==> config.mk <==
export PLATFORM = sky130hd
export DESIGN_NAME = avaliador_jogada
export DESIGN_NICKNAME = d
export VERILOG_FILES = /design/src/rtl/avaliador_jogada_pkg.sv /design/src/rtl/avaliador_jogada_contador_sat.sv /design/src/rtl/avaliador_jogada.sv
export SDC_FILE = /design/constraint.sdc
export NUM_CORES = 1
export LEC_CHECK = 0
export CORE_UTILIZATION = 35
export CTS_CLUSTER_SIZE = 16
export DETAILED_ROUTE_END_ITERATION = 7
export RECOVER_POWER = 50
export SLEW_MARGIN = 15
export SYNTH_ARGS = -nofsm -noshare
export SYNTH_HDL_FRONTEND = slang
export SYNTH_SLANG_ARGS = --single-unit
export TNS_END_PERCENT = 10
==> constraint.sdc <==
create_clock -name clock -period 11.62 [get_ports clock]
set_clock_uncertainty 0.2 [all_clocks]
set_input_delay 2.905 -clock clock [delete_from_list [all_inputs] [get_ports clock]]
set_output_delay 2.905 -clock clock [all_outputs]
set_load 0.01 [all_outputs]
==> src/rtl/avaliador_jogada_pkg.sv <==
// Shared types and constants for the music-game step judge.
package avaliador_jogada_pkg;

  localparam int BOTAO_W = 4;
  localparam int VIDAS_W = 3;

  localparam logic [BOTAO_W-1:0] BOTAO_NENHUM = 4'd0;

  // Codes are shown on the debug 7-seg display, so keep them stable.
  typedef enum logic [2:0] {
    OCIOSO    = 3'd0,
    ESPERA    = 3'd1,
    MEDE      = 3'd2,
    AVALIA    = 3'd3,
    RESULTADO = 3'd4
  } estado_t;

endpackage

==> src/rtl/avaliador_jogada_contador_sat.sv <==
// Saturating tick counter: synchronous clear, count enable, stops at MAX.
// fim flags that the counter is sitting at MAX.
module avaliador_jogada_contador_sat #(
  parameter int W   = 16,
  parameter int MAX = (1 << W) - 1
) (
  input  logic         clock,
  input  logic         reset,
  input  logic         zera,
  input  logic         conta,
  output logic [W-1:0] valor,
  output logic         fim
);

  logic [W-1:0] valor_q;
  logic [W-1:0] valor_d;

  // Next count: clear has priority, counting stops at MAX.
  always_comb begin
    valor_d = valor_q;
    if (zera) begin
      valor_d = '0;
    end else if (conta && (valor_q != W'(MAX))) begin
      valor_d = valor_q + 1'b1;
    end
  end

  // Count register.
  always_ff @(posedge clock or negedge reset) begin
    if (!reset) begin
      valor_q <= '0;
    end else begin
      valor_q <= valor_d;
    end
  end

  assign valor = valor_q;
  assign fim   = (valor_q == W'(MAX));

endmodule

==> src/rtl/avaliador_jogada.sv <==
// avaliador_jogada: per-step judge for the music game. Waits for a press,
// measures the hold in metronome ticks, grades note and timing against a
// tolerance window and keeps the player's lives counter.
//
//  state     | meaning
//  OCIOSO    | idle, waiting for inicia
//  ESPERA    | step armed, waiting for first press or timeout
//  MEDE      | note held, counting ticks
//  AVALIA    | grades being registered
//  RESULTADO | resultado_valido pulse, lives updated
module avaliador_jogada
  import avaliador_jogada_pkg::*;
#(
  parameter int NOTAS   = 12,
  parameter int TEMPO_W = 16,
  parameter int TIMEOUT = 64,
  parameter int VIDAS   = 3
) (
  input  logic               clock,
  input  logic               reset,
  input  logic               inicia,
  input  logic               recarrega,
  input  logic               tick,
  input  logic [BOTAO_W-1:0] botoes_encoded,
  input  logic [BOTAO_W-1:0] nota_esperada,
  input  logic [TEMPO_W-1:0] tempo_esperado,
  input  logic [TEMPO_W-1:0] tolerancia,
  output logic               ocupado,
  output logic               resultado_valido,
  output logic               nota_correta,
  output logic               tempo_correto,
  output logic               tempo_baixo,
  output logic               tempo_alto,
  output logic               perdeu_nota,
  output logic [TEMPO_W-1:0] duracao_medida,
  output logic [VIDAS_W-1:0] vidas_restantes,
  output logic               sem_vidas,
  output logic [2:0]         db_estado
);

  // Timeout counter parks at TIMEOUT-1; the next idle tick is the TIMEOUT-th.
  localparam int TO_W = (TIMEOUT > 1) ? $clog2(TIMEOUT) : 1;

  estado_t estado_q, estado_d;

  logic [BOTAO_W-1:0] nota_esp_q, nota_esp_d;
  logic [BOTAO_W-1:0] codigo_q, codigo_d;
  logic [TEMPO_W-1:0] tempo_esp_q, tempo_esp_d;
  logic [TEMPO_W-1:0] tol_q, tol_d;
  logic               perdeu_q, perdeu_d;
  logic               nota_ok_q, nota_ok_d;
  logic               tempo_ok_q, tempo_ok_d;
  logic               baixo_q, baixo_d;
  logic               alto_q, alto_d;
  logic [VIDAS_W-1:0] vidas_q, vidas_d;
  logic               sem_vidas_q, sem_vidas_d;

  logic               aceita;
  logic               press;
  logic               solto;
  logic               to_conta;
  logic               to_fim;
  logic               timeout;
  logic [TO_W-1:0]    to_val;
  logic               dur_conta;
  logic               dur_fim;
  logic               estouro;
  logic [TEMPO_W-1:0] dur_val;
  logic [TEMPO_W:0]   dur_ext;
  logic [TEMPO_W:0]   soma;
  logic [TEMPO_W:0]   lim_alto;
  logic [TEMPO_W:0]   lim_baixo;
  logic               nota_valida;
  logic               erro;

  assign aceita   = (estado_q == OCIOSO) && inicia;
  assign press    = (botoes_encoded != BOTAO_NENHUM);
  assign solto    = !press || (botoes_encoded != codigo_q);
  // A press in the same cycle as a tick wins; that tick is not a timeout tick.
  assign to_conta = (estado_q == ESPERA) && tick && !press;
  assign timeout  = to_conta && to_fim;
  // Release and tick together: the tick is dropped.
  assign dur_conta = (estado_q == MEDE) && tick && !solto;

  assign dur_ext   = {1'b0, dur_val};
  assign soma      = {1'b0, tempo_esp_q} + {1'b0, tol_q};
  assign lim_alto  = soma[TEMPO_W] ? {1'b0, {TEMPO_W{1'b1}}} : soma;
  assign lim_baixo = (tempo_esp_q >= tol_q) ? {1'b0, tempo_esp_q - tol_q} : '0;
  // This tick lifts the count past the window; a saturated window can't be exceeded.
  assign estouro   = dur_conta && (dur_ext == lim_alto) && !dur_fim;

  assign nota_valida = (int'(codigo_q) <= NOTAS);
  assign erro        = perdeu_q || !nota_ok_q || !tempo_ok_q;

  avaliador_jogada_contador_sat #(
    .W   (TEMPO_W)
  ) u_dur (
    .clock (clock),
    .reset (reset),
    .zera  (aceita),
    .conta (dur_conta),
    .valor (dur_val),
    .fim   (dur_fim)
  );

  avaliador_jogada_contador_sat #(
    .W   (TO_W),
    .MAX (TIMEOUT - 1)
  ) u_to (
    .clock (clock),
    .reset (reset),
    .zera  (aceita),
    .conta (to_conta),
    .valor (to_val),
    .fim   (to_fim)
  );

  // FSM state register.
  always_ff @(posedge clock or negedge reset) begin
    if (!reset) begin
      estado_q <= OCIOSO;
    end else begin
      estado_q <= estado_d;
    end
  end

  // FSM next-state logic.
  always_comb begin
    estado_d = estado_q;
    unique case (estado_q)
      OCIOSO:    if (aceita) estado_d = ESPERA;
      ESPERA: begin
        if (press)        estado_d = MEDE;
        else if (timeout) estado_d = AVALIA;
      end
      MEDE:      if (solto || estouro) estado_d = AVALIA;
      AVALIA:    estado_d = RESULTADO;
      RESULTADO: estado_d = OCIOSO;
      default:   estado_d = OCIOSO;
    endcase
  end

  // FSM outputs.
  always_comb begin
    ocupado          = (estado_q != OCIOSO);
    resultado_valido = (estado_q == RESULTADO);
    db_estado        = estado_q;
  end

  // Step latches, grades and lives: next values.
  always_comb begin
    nota_esp_d  = nota_esp_q;
    codigo_d    = codigo_q;
    tempo_esp_d = tempo_esp_q;
    tol_d       = tol_q;
    perdeu_d    = perdeu_q;
    nota_ok_d   = nota_ok_q;
    tempo_ok_d  = tempo_ok_q;
    baixo_d     = baixo_q;
    alto_d      = alto_q;
    vidas_d     = vidas_q;
    sem_vidas_d = sem_vidas_q;

    if (aceita) begin
      nota_esp_d  = nota_esperada;
      tempo_esp_d = tempo_esperado;
      tol_d       = tolerancia;
      codigo_d    = BOTAO_NENHUM;
      perdeu_d    = 1'b0;
      nota_ok_d   = 1'b0;
      tempo_ok_d  = 1'b0;
      baixo_d     = 1'b0;
      alto_d      = 1'b0;
    end

    if ((estado_q == ESPERA) && press) begin
      codigo_d = botoes_encoded;
    end
    if (timeout) begin
      perdeu_d = 1'b1;
    end

    if (estado_q == AVALIA) begin
      if (perdeu_q) begin
        nota_ok_d  = 1'b0;
        tempo_ok_d = 1'b0;
        baixo_d    = 1'b0;
        alto_d     = 1'b0;
      end else begin
        nota_ok_d  = nota_valida && (codigo_q == nota_esp_q);
        baixo_d    = (dur_ext < lim_baixo);
        alto_d     = (dur_ext > lim_alto);
        tempo_ok_d = !(dur_ext < lim_baixo) && !(dur_ext > lim_alto);
      end
    end

    // Reload beats a same-cycle decrement; with VIDAS=0 the count stays at 0.
    if (recarrega) begin
      vidas_d     = VIDAS_W'(VIDAS);
      sem_vidas_d = 1'b0;
    end else if ((estado_q == RESULTADO) && erro && (vidas_q != '0)) begin
      vidas_d     = vidas_q - 1'b1;
      sem_vidas_d = (vidas_q == VIDAS_W'(1));
    end
  end

  // Step latches, grades and lives: registers.
  always_ff @(posedge clock or negedge reset) begin
    if (!reset) begin
      nota_esp_q  <= BOTAO_NENHUM;
      codigo_q    <= BOTAO_NENHUM;
      tempo_esp_q <= '0;
      tol_q       <= '0;
      perdeu_q    <= 1'b0;
      nota_ok_q   <= 1'b0;
      tempo_ok_q  <= 1'b0;
      baixo_q     <= 1'b0;
      alto_q      <= 1'b0;
      vidas_q     <= VIDAS_W'(VIDAS);
      sem_vidas_q <= 1'b0;
    end else begin
      nota_esp_q  <= nota_esp_d;
      codigo_q    <= codigo_d;
      tempo_esp_q <= tempo_esp_d;
      tol_q       <= tol_d;
      perdeu_q    <= perdeu_d;
      nota_ok_q   <= nota_ok_d;
      tempo_ok_q  <= tempo_ok_d;
      baixo_q     <= baixo_d;
      alto_q      <= alto_d;
      vidas_q     <= vidas_d;
      sem_vidas_q <= sem_vidas_d;
    end
  end

  assign nota_correta    = nota_ok_q;
  assign tempo_correto   = tempo_ok_q;
  assign tempo_baixo     = baixo_q;
  assign tempo_alto      = alto_q;
  assign perdeu_nota     = perdeu_q;
  assign duracao_medida  = dur_val;
  assign vidas_restantes = vidas_q;
  assign sem_vidas       = sem_vidas_q;

endmodule

## Word-level counts from Yosys, hierarchy flattened

Cells that the tools add are included.

- Bits in registers: 74
- Bits in latches: 0
- RAM bits: 0
- Memory bits (read-only): 0
- Input bits: 45
- Output and inout port bits: 30
- Word-level logic and storage cells: 102
- Memories kept: 0

- Add/subtract/negate cells: 5
- Multiply operators: 0
- Divide/modulo/power cells: 0
- $lt $le $gt $ge: 4
- Eq/ne operators: 15
- Shift operators: 0
- Multiplexer cells: 27
- Bitwise logic cells: 0
- Reductions and logical operators: 37

Operators by type and width:

| operator | count |
|---|---|
| 16-bit two-way mux | 4 |
| 3-bit two-way mux | 6 |
| 16-bit by 16-bit adder with 17-bit output | 1 |
| 16-bit by 1-bit adder with 16-bit output (second input constant) | 1 |
| 16-bit equality test | 1 |
| 16-bit equality test (second input constant) | 1 |
| 16-bit >= comparator | 1 |
| 16-bit > comparator | 1 |
| 16-bit < comparator | 1 |
| 16-bit inequality test (second input constant) | 1 |
| 16-bit subtractor | 1 |
| 1-bit logical AND | 15 |
| 1-bit two-way mux | 12 |
| 6-bit two-way mux | 2 |
| 3-bit case mux with 4 select lines | 1 |
| 2-bit nonzero test | 6 |
| 4-bit two-way mux | 2 |
| 1-bit zero test | 7 |
| 6-bit by 1-bit adder with 6-bit output (second input constant) | 1 |
| 3-bit by 1-bit equality test with 1-bit output (second input constant) | 2 |
| 3-bit by 2-bit equality test with 1-bit output (second input constant) | 2 |
| 6-bit equality test (second input constant) | 1 |
| 6-bit inequality test (second input constant) | 1 |
| 3-bit nonzero test | 2 |
| other kinds (12) | 15 |

## Logic depth before layout (Yosys ltp)

Gate-level depths: netlist of the first run.

- Depth after elaboration: 10
- Mapped depth: 19
- Depth with buffers taken out: 18

## Cells and area by module

From an unflattened synthesis of the first run, not the netlist that was laid out.

- Cells, all modules: 655
- Area, all modules: 5860.6 um^2

By module, submodules not included:

| module | instances | cells each | area an instance (um^2) | sequential area each (um^2) |
|---|---|---|---|---|
| avaliador_jogada | 1 | 514 | 4509.3 | 1303.8 |
| avaliador_jogada_contador_sat at u_dur | 1 | 109 | 1009.7 | 400.4 |
| avaliador_jogada_contador_sat at u_to | 1 | 32 | 341.6 | 150.1 |

## Least setup slack after synthesis of the first run

Ideal clock, no wire load.

- Kind: input to register
- Start: input port botoes_encoded[2]
- End: register u_dur.valor_q[4] (netlist: u_dur.valor[4])
- Library setup time: 0.132 ns
- Arrival: 4.257 ns
- Required time: 11.288 ns
- Slack: 7.031 ns
- Cell stages on the path: 7
- Buffers on the path: 0
- Path through: or2_2 > o21a_1 > a2111o_4 > or2_4 > nor2_2 > xnor2_1 > nor2_1

- Longest elaborated chain between the ends: 7
- Elaborated cells between the ends (all ways): 8
- Those cells by class: eq/ne (1); reduce/logical (7)

RTL lines:

| item | RTL line | RTL |
|---|---|---|
| start, declared | avaliador_jogada.sv:24 | `input logic [BOTAO_W-1:0] botoes_encoded,` |
| 4-bit nonzero test | avaliador_jogada.sv:77 | `assign press = (botoes_encoded != BOTAO_NENHUM);` |
| 1-bit zero test | avaliador_jogada.sv:78 | `assign solto = !press \|\| (botoes_encoded != codigo_q);` |
| 1-bit logical OR (*) | avaliador_jogada.sv:78 |  |
| 1-bit zero test (*) | avaliador_jogada.sv:83 | `assign dur_conta = (estado_q == MEDE) && tick && !solto;` |
| 1-bit logical AND (*) | avaliador_jogada.sv:83 |  |
| 1-bit logical AND (*) | avaliador_jogada_contador_sat.sv:23 | `end else if (conta && (valor_q != W'(MAX))) begin` |
| 2-bit nonzero test (no source line) (*) | - |  |
| end signal, assigned | avaliador_jogada_contador_sat.sv:33 | `valor_q <= valor_d;` |
| end, declared | avaliador_jogada_contador_sat.sv:15 | `logic [W-1:0] valor_q;` |

Every way passes the cells marked *; elsewhere a longest branch is shown, timed or not.
A chain may end at the register's enable or synchronous reset.

## Worst setup path in the final report of the first run

- Start: input port inicia
- End: register codigo_q[0]

- Longest elaborated chain between the ends: 2

RTL lines:

| item | RTL line | RTL |
|---|---|---|
| start, declared | avaliador_jogada.sv:21 | `input logic inicia,` |
| 1-bit logical AND | avaliador_jogada.sv:76 | `assign aceita = (estado_q == OCIOSO) && inicia;` |
| 2-bit nonzero test (no source line) | - |  |
| end signal, assigned | avaliador_jogada.sv:223 | `codigo_q <= codigo_d;` |
| end, declared | avaliador_jogada.sv:47 | `logic [BOTAO_W-1:0] codigo_q, codigo_d;` |

Every way passes these cells.

==> run_results.csv, run 1 <==
group,metric,value,unit
final_layout,ff_latch_area,1850,sq um
clock_network,cts_root_buf,"clkbuf_16",
status,status,"finished with violations",
timing,finalCriticalPeriod,6770,ps
timing,tightest_slew,4080,ps
critical_path,critical_path_depth,6,
floorplan,ios,75,
critical_path,crit_buf_inv,3,
timing,whs,330,ps
timing,finalSetupTns,0,ps
power_and_ir_drop,p_sw,1.01,mW
critical_path,cp-endpoint,"codigo_q[0]$_DFFE_PN0P_",
detailed_routing,routed_via_density,5.16,
timing,finalHoldViolCount,0,
critical_path,cp_data_arrival_time,6800,ps
global_routing,gr-max-usage-layer,"met2",
final_layout,fill_cells,1593,
critical_path,crit_type,"in -> reg",
logic_synthesis,netlist_area,5710,sq um
logic_synthesis,synth_top_area_share,0.316,
power_and_ir_drop,swShare,0.474,
clock_network,cts-buffers-inserted,9,
clock_network,cts_tree,"done",
logic_synthesis,ys_async_sr_fraction,1.00,
clock_network,cts_resized,0,
timing,fmax,148,MHz
critical_path,worst_r2r_path_depth,16,
clock_network,cts.sinks,74,
critical_path,crit_chain,"dlygate4sd3_1 > inv_1 > nor2_4 > clkbuf_1 > a21oi_1 > a22o_1",
timing,drv_slew,171,
power_and_ir_drop,vdd_drop_max,0.150,mV
clock_network,clkTransAtPathRegs,60,ps
placement,dp_hpwl,10400,microns
timing,period_share,0.583,
placement,routabilityCongestion,0.914,
global_routing,track_usage,0.176,
power_and_ir_drop,power.internal,1.13,mW
clock_network,post_cts_buffers,0,
critical_path,critPathLaunch,"inicia",
timing,slew_headroom,-1.72,
critical_path,crit_fanout,80,
critical_path,path_delay_family,"buffers and inverters",
critical_path,max_stage_delay,2410,ps
floorplan,die_w,130,microns
logic_synthesis,ys_seq_elements,74,
power_and_ir_drop,p_clk_frac,0.135,
global_routing,grt_use_met3,0.0394,
final_layout,utilization,0.434,
status,violations,"max-capacitance violations, max-slew violations",
clock_network,cts_max_level,3,
clock_network,cts.hold.buffers_added,0,
global_routing,grt_pass1_vias,4698,
clock_network,insertion_delay,350,ps
logic_synthesis,ys_warn_count,0,
global_routing,use_met2,0.271,
timing,rsz0062_at_grt,"no",
logic_synthesis,synth.distinct_cells,71,
flow_run,cap_violations,3,
placement,detailedPlace.worstSlack,6340,ps
global_routing,grt_pass1_wl,23100,microns
final_layout,multi_input_area,3570,sq um
floorplan,dieArea,16800,sq um
logic_synthesis,synth_top_area_cell,"dfrtp_1",
power_and_ir_drop,seqPwrFrac,0.193,
critical_path,r2r-end,"tempo_alto$_DFFE_PN0P_",
final_layout,num_antenna_cells,0,
logic_synthesis,syn_nets,743,
power_and_ir_drop,leakage,3.06,nW
hold_path,worstHoldPathType,"reg -> reg",
detailed_routing,drt_wl_total,13900,microns
logic_synthesis,yosys-top-cells-count,"72 x dfrtp_1, 68 x ha_1, 64 x nor2_1, 56 x nand2_1, 41 x inv_1",
critical_path,r2r_slack,6090,ps
floorplan,start_util,0.359,
power_and_ir_drop,powerDensity,310,nW/um^2
power_and_ir_drop,pwr-share-comb,0.672,
critical_path,cp_slowest_cell,"clkbuf_1",
final_layout,final_cells,914,
detailed_routing,drcViolationCount,0,
power_and_ir_drop,finalPower,2.14,mW
global_routing,antenna_found_initial,0,
final_layout,layout-drive-gt1-share,0.0903,
detailed_routing,ant_nets,0,
logic_synthesis,ys_top_cells_by_area,"dfrtp_1 32%, ha_1 15%, nor2_1 4.2%",
placement,numPortBuffers,74,
logic_synthesis,syn_inst,628,
timing,setup_violations,0,
timing,fin_ws,4850,ps
placement,placed_cells_incl_taps,898,
detailed_routing,routedWlPerCell,15.2,microns
final_layout,final_nets,808,
floorplan,core_area,15900,sq um
critical_path,r2r_start,"tempo_esp_q[9]$_DFFE_PN0P_",
logic_synthesis,yosysMostFrequentCell,"dfrtp_1",
floorplan,die_height,130,microns
detailed_routing,vias,4712,
logic_synthesis,yosys_most_used_dff,"dfrtp_1",
global_routing,grt_max_degree,81,
critical_path,required,11650,ps
detailed_routing,drt-initial-drc-count,225,
detailed_routing,drt-pass1-iter-count,4,
clock_network,clk_path_buf_depth,2,
critical_path,cp-end-kind,"register",
logic_synthesis,syn-mean-instance-area,9.09,sq um
placement,dpl-instance-area,6620,sq um
final_layout,design_area,6900,sq um
final_layout,syn_to_final_growth,20.9,%
logic_synthesis,seq_area_frac_synth,0.325,
floorplan,rows,46,
global_routing,grt.overflow.total,0,
critical_path,startpoint_type,"input pin",
logic_synthesis,synth_edf_count,0,
global_routing,grtUsageMet1,0.242,
-- power by group through the flow --
stage | sequential (mW) | clock, mW | combinational [mW]
2_1_floorplan | 0.403 | 0 | 1.13
3_3_place_gp | 0.413 | 0 | 1.42
3_5_place_dp | 0.418 | 0 | 1.43
4_1_cts | 0.414 | 0.298 | 1.44
5_1_grt | 0.427 | 0.307 | 1.63
6_report | 0.412 | 0.289 | 1.44
-- kinds of logic after synthesis --
| group | share of synthesized area |
|---|---|
| AOI/OAI and AO/OA | 0.163 |
| xor gates and xnor gates | 0.0737 |
| adders and majority gates | 0.156 |
| buffers and inverters | 0.0478 |
| DFF | 0.325 |
| muxes | 0.0467 |
| and+or+nand+nor | 0.188 |
-- worst min-delay path by stage --
stage                              startpoint                         to  slack (ps)  depth (start not counted)
floorplan           u_to.valor[5]$_DFFE_PN0P_  u_to.valor[5]$_DFFE_PN0P_         300                          2
global placement        sem_vidas$_DFFE_PN0P_      sem_vidas$_DFFE_PN0P_         310                          2
detailed placement  nota_esp_q[0]$_DFFE_PN0P_  nota_esp_q[0]$_DFFE_PN0P_         320                          1
CTS                 nota_esp_q[0]$_DFFE_PN0P_  nota_esp_q[0]$_DFFE_PN0P_         330                          1
global route        nota_esp_q[0]$_DFFE_PN0P_  nota_esp_q[0]$_DFFE_PN0P_         360                          1
finish              nota_esp_q[0]$_DFFE_PN0P_  nota_esp_q[0]$_DFFE_PN0P_         330                          1
-- routing by layer --
layer / part of all wire / vias up
met3: 0.040 / 17
met4: 0.020 / 0
met5: 0 / -
met1: 0.50 / 2265
met2: 0.44 / 91
li1: - / 2339
-- layout by cell type, fill, tap and decap left out, types with 5 or more instances in the layout --
master	n
a21o_1	6
a21oi_1	38
and4_1	6
clkbuf_16	9
clkdlybuf4s50_1	64
dfrtp_1	72
dlygate4sd3_1	9
ha_1	68
inv_1	41
mux2_2	21
nand2_1	56
nand2b_1	8
nand3_1	13
nand4_1	14
nor2_1	63
nor2b_1	10
nor3_1	10
nor4_1	5
o21a_1	9
o21ai_0	34
or3_1	6
xnor2_1	25
xor2_1	23
-- registers in the layout, indices dropped and copies added (netlist names), 3 cells and up --
name             flops
tol_q               16
db_estado            3
nota_esp_q           4
u_to.valor           6
vidas_restantes      3
u_dur.valor         16
tempo_esp_q         16
codigo_q             4
-- layout make-up --
type                            instances  area share
Clock buffer                           10      0.0346
Inverter                               42      0.0229
Tap cell                              216      0.0392
Clock inverter                          6     0.00943
Timing Repair Buffer                   75       0.107
Sequential cell                        74       0.269
Multi-Input combinational cell        491       0.518
(Power assumes the default switching activity.)
==> run 2: changes to the inputs <==
==> constraint.sdc (replaced) <==
create_clock -name clock -period 7.1 [get_ports clock]
set_clock_uncertainty 0.2 [all_clocks]
set_input_delay 1.775 -clock clock [delete_from_list [all_inputs] [get_ports clock]]
set_output_delay 1.775 -clock clock [all_outputs]
set_load 0.01 [all_outputs]
==> run_results.csv, run 2 (synthesis gave the netlist of run 1 again) <==
group,metric,value,unit
clock_network,clkTransAtPathRegs,60,ps
floorplan,die_w,130,microns
floorplan,core_area,15900,sq um
clock_network,cts_resized,0,
critical_path,startpoint_type,"input pin",
floorplan,die_height,130,microns
global_routing,grt_max_degree,75,
detailed_routing,drt-initial-drc-count,211,
final_layout,fill_cells,1607,
clock_network,cts.sinks,74,
power_and_ir_drop,vdd_drop_max,0.213,mV
power_and_ir_drop,powerDensity,512,nW/um^2
timing,tightest_slew,2740,ps
clock_network,clk_path_buf_depth,2,
final_layout,multi_input_area,3580,sq um
critical_path,crit_chain,"dlygate4sd3_1 > inv_1 > nor2_1 > buf_4 > mux2_2",
status,violations,"max-capacitance violations, max-slew violations",
detailed_routing,vias,4794,
global_routing,track_usage,0.181,
final_layout,syn_to_final_growth,20.9,%
floorplan,start_util,0.359,
placement,numPortBuffers,74,
detailed_routing,routedWlPerCell,15.5,microns
global_routing,use_met2,0.286,
final_layout,utilization,0.434,
critical_path,cp-end-kind,"register",
timing,finalCriticalPeriod,5410,ps
timing,drv_slew,42,
power_and_ir_drop,finalPower,3.53,mW
critical_path,max_stage_delay,2000,ps
final_layout,layout_common_cells,"72 x dfrtp_1, 68 x ha_1, 64 x nor2_1, 64 x clkdlybuf4s50_1, 56 x nand2_1",
timing,period_share,0.762,
timing,slew_headroom,-0.833,
global_routing,grt_use_met3,0.0324,
detailed_routing,drcViolationCount,0,
global_routing,antenna_found_initial,0,
clock_network,cts.hold.buffers_added,0,
floorplan,ios,75,
detailed_routing,routed_via_density,5.25,
timing,rsz0062_at_grt,"no",
critical_path,cp_slowest_cell,"nor2_1",
critical_path,crit_fanout,41,
final_layout,final_nets,808,
detailed_routing,drt_wl_total,14200,microns
global_routing,grtUsageMet1,0.241,
clock_network,cts_tree,"done",
final_layout,num_antenna_cells,0,
timing,fin_ws,1690,ps
critical_path,crit_type,"in -> reg",
detailed_routing,drt-pass1-iter-count,5,
global_routing,grt_pass1_vias,4822,
clock_network,cts_root_buf,"clkbuf_16",
final_layout,layout_commonest_cell,"dfrtp_1",
clock_network,post_cts_buffers,0,
timing,setup_violations,0,
final_layout,ff_latch_area,1850,sq um
status,status,"finished with violations",
placement,detailedPlace.worstSlack,2710,ps
global_routing,gr-max-usage-layer,"met2",
global_routing,grt.overflow.total,0,
timing,finalHoldViolCount,0,
placement,routabilityCongestion,0.916,
power_and_ir_drop,leakage,3.06,nW
critical_path,cp_data_arrival_time,5430,ps
clock_network,insertion_delay,350,ps
clock_network,cts-buffers-inserted,9,
timing,fmax,185,MHz
placement,dp_hpwl,10700,microns
flow_run,cap_violations,1,
timing,finalSetupTns,0,ps
final_layout,layout-drive-gt1-share,0.0888,
floorplan,dieArea,16800,sq um
detailed_routing,ant_nets,0,
clock_network,cts_max_level,3,
hold_path,worstHoldPathType,"reg -> reg",
critical_path,required,7120,ps
global_routing,grt_pass1_wl,23700,microns
floorplan,rows,46,
[run 2: cell types whose count changed in the layout (fill, tap and decap cells not counted)]
cell | before | now
clkinv_4 | 1 | 0
clkbuf_1 | 2 | 3
o31ai_4 | 0 | 1
o31ai_1 | 3 | 2
inv_6 | 1 | 0
clkinv_2 | 2 | 1
nor2_1 | 63 | 64
buf_4 | 0 | 2
nor2_4 | 2 | 1
[run 2: area by class of cell]
class,instances,share of cell area
Inverter,42,0.0228
Clock buffer,13,0.0363
Tap cell,216,0.0392
Clock inverter,3,0.00616
Multi-Input combinational cell,491,0.519
Timing Repair Buffer,75,0.108
Sequential cell,74,0.269
[run 2: critical path: cells and delay by family]
kind	cells	cell delay, ps
muxes	1	390
and+or+nand+nor	1	2000
buffers and inverters	3	1250
[run 2: metal layers]
metal | vias to the layer above | share of wire
met5 | - | 0
met3 | 27 | 0.041
met2 | 106 | 0.45
met4 | 0 | 0.029
met1 | 2316 | 0.48
li1 | 2345 | -
[run 2: path summary, 6_finish.rpt]
path                                                 start                     endpoint  slack [ps]  cells after the start
worst max-delay path                                inicia  tempo_esp_q[10]$_DFFE_PN0P_        1690                      5
worst min-delay path                 sem_vidas$_DFFE_PN0P_        sem_vidas$_DFFE_PN0P_         330                      2
worst max register to register  tempo_esp_q[0]$_DFFE_PN0P_    tempo_correto$_DFFE_PN0P_        2700                     17
worst min register to register       sem_vidas$_DFFE_PN0P_        sem_vidas$_DFFE_PN0P_         330                      2
max in group asynchronous                            reset        tol_q[11]$_DFFE_PN0P_        4670                      1
min in group asynchronous                            reset         tol_q[9]$_DFFE_PN0P_        1340                      1
[run 2: power breakdown]
| part | total, mW | switching, mW | internal [mW] | leakage, nW |
|---|---|---|---|---|
| registers | 0.679 | 0.122 | 0.557 | 0.947 |
| logic | 2.40 | 1.40 | 0.998 | 1.97 |
| clock network | 0.459 | 0.177 | 0.281 | 0.140 |
[run 2: metrics by stage]
step / cells / area [sq um] / hold slack (ps)
6_report: 914 / 6900 / 331
3_5_place_dp: 898 / 6620 / 326
4_1_cts: 914 / 6910 / 337
2_1_floorplan: 628 / 5710 / 298
3_3_place_gp: 898 / 6620 / 313
5_1_grt: 914 / 6900 / 358
==> patch 1, RTL diff (config.mk and constraints of run 1) <==
Reset style: synchronous (`reset`), changed in 3 clocked blocks.
--- a/src/rtl/avaliador_jogada_contador_sat.sv
+++ b/src/rtl/avaliador_jogada_contador_sat.sv
@@ -28,3 +28,3 @@
   // Count register.
-  always_ff @(posedge clock or negedge reset) begin
+  always_ff @(posedge clock) begin
     if (!reset) begin
--- a/src/rtl/avaliador_jogada.sv
+++ b/src/rtl/avaliador_jogada.sv
@@ -118,3 +118,3 @@
   // FSM state register.
-  always_ff @(posedge clock or negedge reset) begin
+  always_ff @(posedge clock) begin
     if (!reset) begin
@@ -207,3 +207,3 @@
   // Step latches, grades and lives: registers.
-  always_ff @(posedge clock or negedge reset) begin
+  always_ff @(posedge clock) begin
     if (!reset) begin
Check against the original RTL: differs if reset is asserted again (counterexample within 4 cycles, from zero or initial values and one cycle with reset low); with reset held inactive, the same outputs for 10 cycles.
==> patch 1 against run 1 <==
The flow still finishes with violations (max-capacitance violations, max-slew violations). Maximum frequency up 11%. Worst setup slack better by 0.68 ns. Cell count rose by 8.4%. Sequential cell count stayed put. Synthesized area fell by 1.3%. Cell area down 0.98%. Routed wire length shrank 6.5%.
Power is not compared: it rests on default switching activity, and its combinational part moved more than twofold at a synthesized area within 25%.
==> patch 1: results (changes against run 1) <==
Route
  • Met2 WL post-DR: 5760 um (was 6190 um)
  • Met3 Wirelength: 469 um (was 555 um)
  • Detailed-route vias per instance: 4.93 (was 5.16)
  • Total wire length: 13000 um (was 13900 um)
  • 1st-iter DRT viols: 282 (was 225)
  • Detailed-router iteration count before antenna repair: 4 (unchanged)
  • M1 WL: 6630 um (was 6890 um)
  • Max layer used: met4 (unchanged)

Power
  • Peak supply drop: 0.0784 mV
  • Leakage Power: 2.75 nW

Worst setup path
  • Worst-path maximum fanout: 49 (was 80)
  • Reg2reg path depth: 17 (was 16)
  • WP data arrival: 6.18 ns (was 6.80 ns)

Logic synthesis
  • Adder-Cell Fraction of Synth Area: 15.8% (was 15.6%)
  • XOR/XNOR Fraction of Synth Area: 6.68% (was 7.37%)
  • Cell variety after synth: 77 (was 71)
  • Async set-reset flop share out of synthesis: 0% (was 100%)
  • Top_reg_cell synth: dfxtp_1 (was dfrtp_1)
  • Post-synth net total: 827 (was 743)
  • Register area share after synthesis: 26.3% (was 32.5%)
  • Warnings from Yosys: 0 (unchanged)
  • Cells after Synth: 712 (was 628)
  • Synth Area in Compound Gates: 20.9% (was 16.3%)
  • Synth top area cells: dfxtp_1, ha_1, nand2_1 (was dfrtp_1, ha_1, nor2_1)
  • Multiplexer share of the synthesized area: 1.07% (was 4.67%)
  • Most common library cells after synthesis: nand2_1, dfxtp_1, ha_1, nor2_1, inv_1 (was dfrtp_1, ha_1, nor2_1, nand2_1, inv_1)

GRT
  • Largest net degree at the start of global routing: 50 (was 81)
  • Vias in the first global route: 4658 (was 4698)
  • First-pass GRT wire length: 22000 um (was 23100 um)
  • Gr usage total: 16.6% (was 17.6%)
  • Initial antenna violation count: 0 (unchanged)

Timing
  • Max Slew Vio Count: 50 (was 171)
  • Slew @ Worst Pin: 1.75 ns (was 4.08 ns)

Min path
  • Hold path depth: 2 (was 1)
  • Min-delay worst type: flop to flop (unchanged)

Layout
  • # diodes: 0 (unchanged)
  • Fillers: 1660 (was 1593)
  • Layout Cells excl Fill: 991 (was 914)
  • Share of cells above drive strength 1: 5.94% (was 9.03%)
  • NumNets Final: 885 (was 808)

Place
  • Detailed Place HPWL: 10200 um (was 10400 um)
  • # placed instances: 975 (was 898)
  • Pre-CTS setup slack: 6.19 ns (was 6.34 ns)
  • Placed cell area: 6530 um^2 (was 6620 um^2)
  • Port Buffer Count: 74 (unchanged)
  • Final RePlAce weighted congestion: 0.859 (was 0.914)

Clocking
  • Clk slew on worst S/H paths: 0.06 ns (about the same)
  • Cts repair resizes: 0 (unchanged)
  • Inserted Clock Buffers: 9 (unchanged)
  • # H-tree levels: 3 (unchanged)
  • Setup Buffers After CTS: 0 (unchanged)
  • CTS Buffer Depth: 2 (unchanged)
  • Later-pin clock latency in the skew report: 0.34 ns
  • Root Driver: clkbuf_16 (unchanged)

Run status
  • Status: finished, violations left (unchanged)
  • Violated checks: max-capacitance violations, max-slew violations (unchanged)

Job
  • Max Cap Violations: 1 (was 3)
-- patch 1: worst paths after layout --
kind	start	endpoint	slack [ns]
worst max register to register	tol_q[1]	tempo_correto	6.98
worst min register to register	sem_vidas	sem_vidas	0.24
worst max-delay path	reset	tempo_baixo	5.53
worst min-delay path	sem_vidas	sem_vidas	0.24
-- patch 1: through the flow --
step | util [%] | hold slack [ns]
finish | 43.2 | 0.245
global route | 43.2 | 0.290
CTS | 43.2 | 0.252
detailed placement | 41.3 | 0.244
global placement | 41.3 | 0.241
floorplan | - | 0.254
-- patch 1: logic make-up (layout without fill, tap and decap cells) --
group                    count (synthesis)  in the layout
AO/OA/AOI/OAI                          169            169
XOR/XNOR                                43             43
adder cells (fa/ha/maj)                 70             70
buffers and inverters                   82            145
flip-flops                              74             74
multiplexers                             6              6
AND/OR/NAND/NOR                        268            268
-- patch 1: power by group --
part | leakage (nW) | internal [mW] | total [mW] | switching, mW
Clock | 0.141 | 0.172 | 0.283 | 0.112
Combinational | 2.01 | 0.153 | 0.350 | 0.197
Sequential | 0.602 | 0.270 | 0.287 | 0.0164
-- patch 1: worst max-delay path: stages --
cell	delay, ns
dlygate4sd3_1	0.52
clkbuf_1	1.25
nand2_1	0.99
nor2_1	0.36
a32o_1	0.15
-- patch 1: area by class of cell --
class	instances	area, um^2	share of cell area [%]
tap	216	270	3.96
inverter	52	195	2.86
clock buffer	10	239	3.50
timing repair buffer	77	759	11.1
sequential	74	1480	21.7
multi-input combinational	556	3820	55.9
clock inverter	6	66.3	0.971
-- patch 1: routing by layer --
layer,global-route usage [%],up-vias
li1,-,2570
met1,22.3,2229
met2,26.8,76
met3,3.49,11
met4,4.64,0
met5,0,-
==> patch 2, RTL diff (flow settings as in run 1) <==
Made on the original files. The parameter `TIMEOUT` goes from 64 to 256.
--- a/src/rtl/avaliador_jogada.sv
+++ b/src/rtl/avaliador_jogada.sv
@@ -15,3 +15,3 @@
   parameter int TEMPO_W = 16,
-  parameter int TIMEOUT = 64,
+  parameter int TIMEOUT = 256,
   parameter int VIDAS   = 3
Check against the original RTL: same outputs for any inputs over 10 cycles, from zero or initial values and one cycle with reset low; that may be too few to reach the edited logic, so the function may still have changed.
==> patch 2 against run 1 <==
The flow still finishes with violations (max-capacitance violations, max-slew violations). Synthesized area down 0.59%. Largest power group unchanged. Non-clock buffer count unchanged. Power down 0.79%. Cell area up 0.16%. Worst setup slack worse by 0.10 ns. Critical path depth unchanged. Utilization up 0.23 points. Sequential cell count up 2. Routed wire length down 2.5%.
==> patch 2: results (changes against run 1) <==
Run status
  • Status: finished, violations left (unchanged)
  • Violated checks: max-capacitance violations, max-slew violations (unchanged)

Layout
  • Layout Cells excl Fill: 918 (was 914)
  • # diodes: 0 (unchanged)
  • NumNets Final: 812 (was 808)
  • Share of cells above drive strength 1: 6.70% (was 9.03%)
  • Area Overhead vs Synth: 21.8% (was 20.9%)

Worst setup path
  • R2r startpoint: tol_q[0] (was tempo_esp_q[9])
  • WP data arrival: 6.91 ns (was 6.80 ns)
  • Critical path's slowest cell: clkbuf_1 (unchanged)
  • Delay-heaviest family, CP: buffers and inverters (unchanged)
  • Biggest cell delay along the critical path: 2.46 ns (was 2.41 ns)
  • Worst-path maximum fanout: 79 (was 80)

Logic synthesis
  • Cell variety after synth: 68 (was 71)
  • Post-synth net total: 748 (was 743)
  • Synth top area cells: dfrtp_1, ha_1, nor2_1 (unchanged)
  • Most common library cells after synthesis: dfrtp_1, ha_1, nor2_1, nand2_1, inv_1 (unchanged)
  • Cells after Synth: 633 (was 628)
  • Register area share after synthesis: 33.6% (was 32.5%)
  • Async set-reset flop share out of synthesis: 100% (unchanged)

Route
  • Met2 WL post-DR: 6420 um (was 6190 um)
  • Met3 Wirelength: 481 um (was 555 um)
  • Detailed-route vias per instance: 5.19 (was 5.16)
  • Total wire length: 13600 um (was 13900 um)
  • M1 WL: 6310 um (was 6890 um)
  • 1st-iter DRT viols: 314 (was 225)

Timing
  • Slew @ Worst Pin: 4.02 ns (was 4.08 ns)
  • Max Slew Vio Count: 157 (was 171)

Clocking
  • Root Driver: clkbuf_16 (unchanged)
  • CTS Buffer Depth: 2 (unchanged)

GRT
  • Gr usage total: 17.5% (was 17.6%)
  • M2 GR Usage: 28.8% (was 27.1%)
  • Met1 usage: 22.2% (was 24.2%)
  • Vias in the first global route: 4809 (was 4698)
  • GR Util met3: 3.72% (was 3.94%)
  • Largest net degree at the start of global routing: 80 (was 81)
  • First-pass GRT wire length: 22900 um (was 23100 um)

Place
  • Placed cell area: 6590 um^2 (was 6620 um^2)
  • Final RePlAce weighted congestion: 0.853 (was 0.914)
  • Detailed Place HPWL: 10200 um (was 10400 um)
  • # placed instances: 902 (was 898)
  • Pre-CTS setup slack: 6.25 ns (was 6.34 ns)

Job
  • Max Cap Violations: 2 (was 3)

Power
  • Leakage Power: 3.06 nW (about the same)
  • Peak supply drop: 0.0926 mV (was 0.150 mV)
  • Internal Pwr Total: 1.13 mW (about the same)

Min path
  • Worst hold start: tempo_alto (was nota_esp_q[0])
## patch 2: changes by cell type in the layout (fill, tap and decap cells not counted), moves of 5 or more
| cell | delta |
|---|---|
| nor2b_1 | -5 |
| inv_1 | +6 |
| a21oi_1 | -5 |
| nor3_1 | +9 |
| o21a_1 | -5 |
## patch 2: power groups by stage
stage / Combinational, mW / Sequential [mW] / Clock [mW]
detailed placement: 1.38 / 0.426 / 0
CTS: 1.39 / 0.422 / 0.316
global placement: 1.35 / 0.421 / 0
global route: 1.57 / 0.435 / 0.325
floorplan: 1.07 / 0.408 / 0
finish: 1.39 / 0.421 / 0.308
## patch 2: layout make-up
cell class / instances / area (um^2)
clock buffers: 10 / 229
clock inverters: 6 / 95.1
fillers: 1535 / 8920
inverters: 47 / 176
multi-input cells: 488 / 3500
flip-flops and latches: 76 / 1900
well taps: 216 / 270
repair buffers: 75 / 738
## patch 2: path summary, 6_finish.rpt
| check | end | slack (ns) | cells after the start |
|---|---|---|---|
| min reg2reg | tempo_alto | 0.30 | 2 |
| max in group asynchronous | tempo_esp_q[1] | 5.21 | 1 |
| min in group asynchronous | tol_q[5] | 3.74 | 1 |
| max | tempo_correto | 4.75 | 6 |
| min | tempo_alto | 0.30 | 2 |
| max reg2reg | tempo_correto | 6.72 | 16 |
## patch 2: cell families (layout without fill, tap and decap cells)
family / count (synthesis) / after routing / share of synthesized area [%]
and+or+nand+nor: 210 / 210 / 17.8
AOI/OAI and AO/OA: 139 / 139 / 16.5
DFF: 76 / 76 / 33.6
adders and majority gates: 70 / 70 / 15.7
buffers and inverters: 69 / 138 / 4.94
xor gates and xnor gates: 48 / 48 / 7.41
muxes: 21 / 21 / 4.15
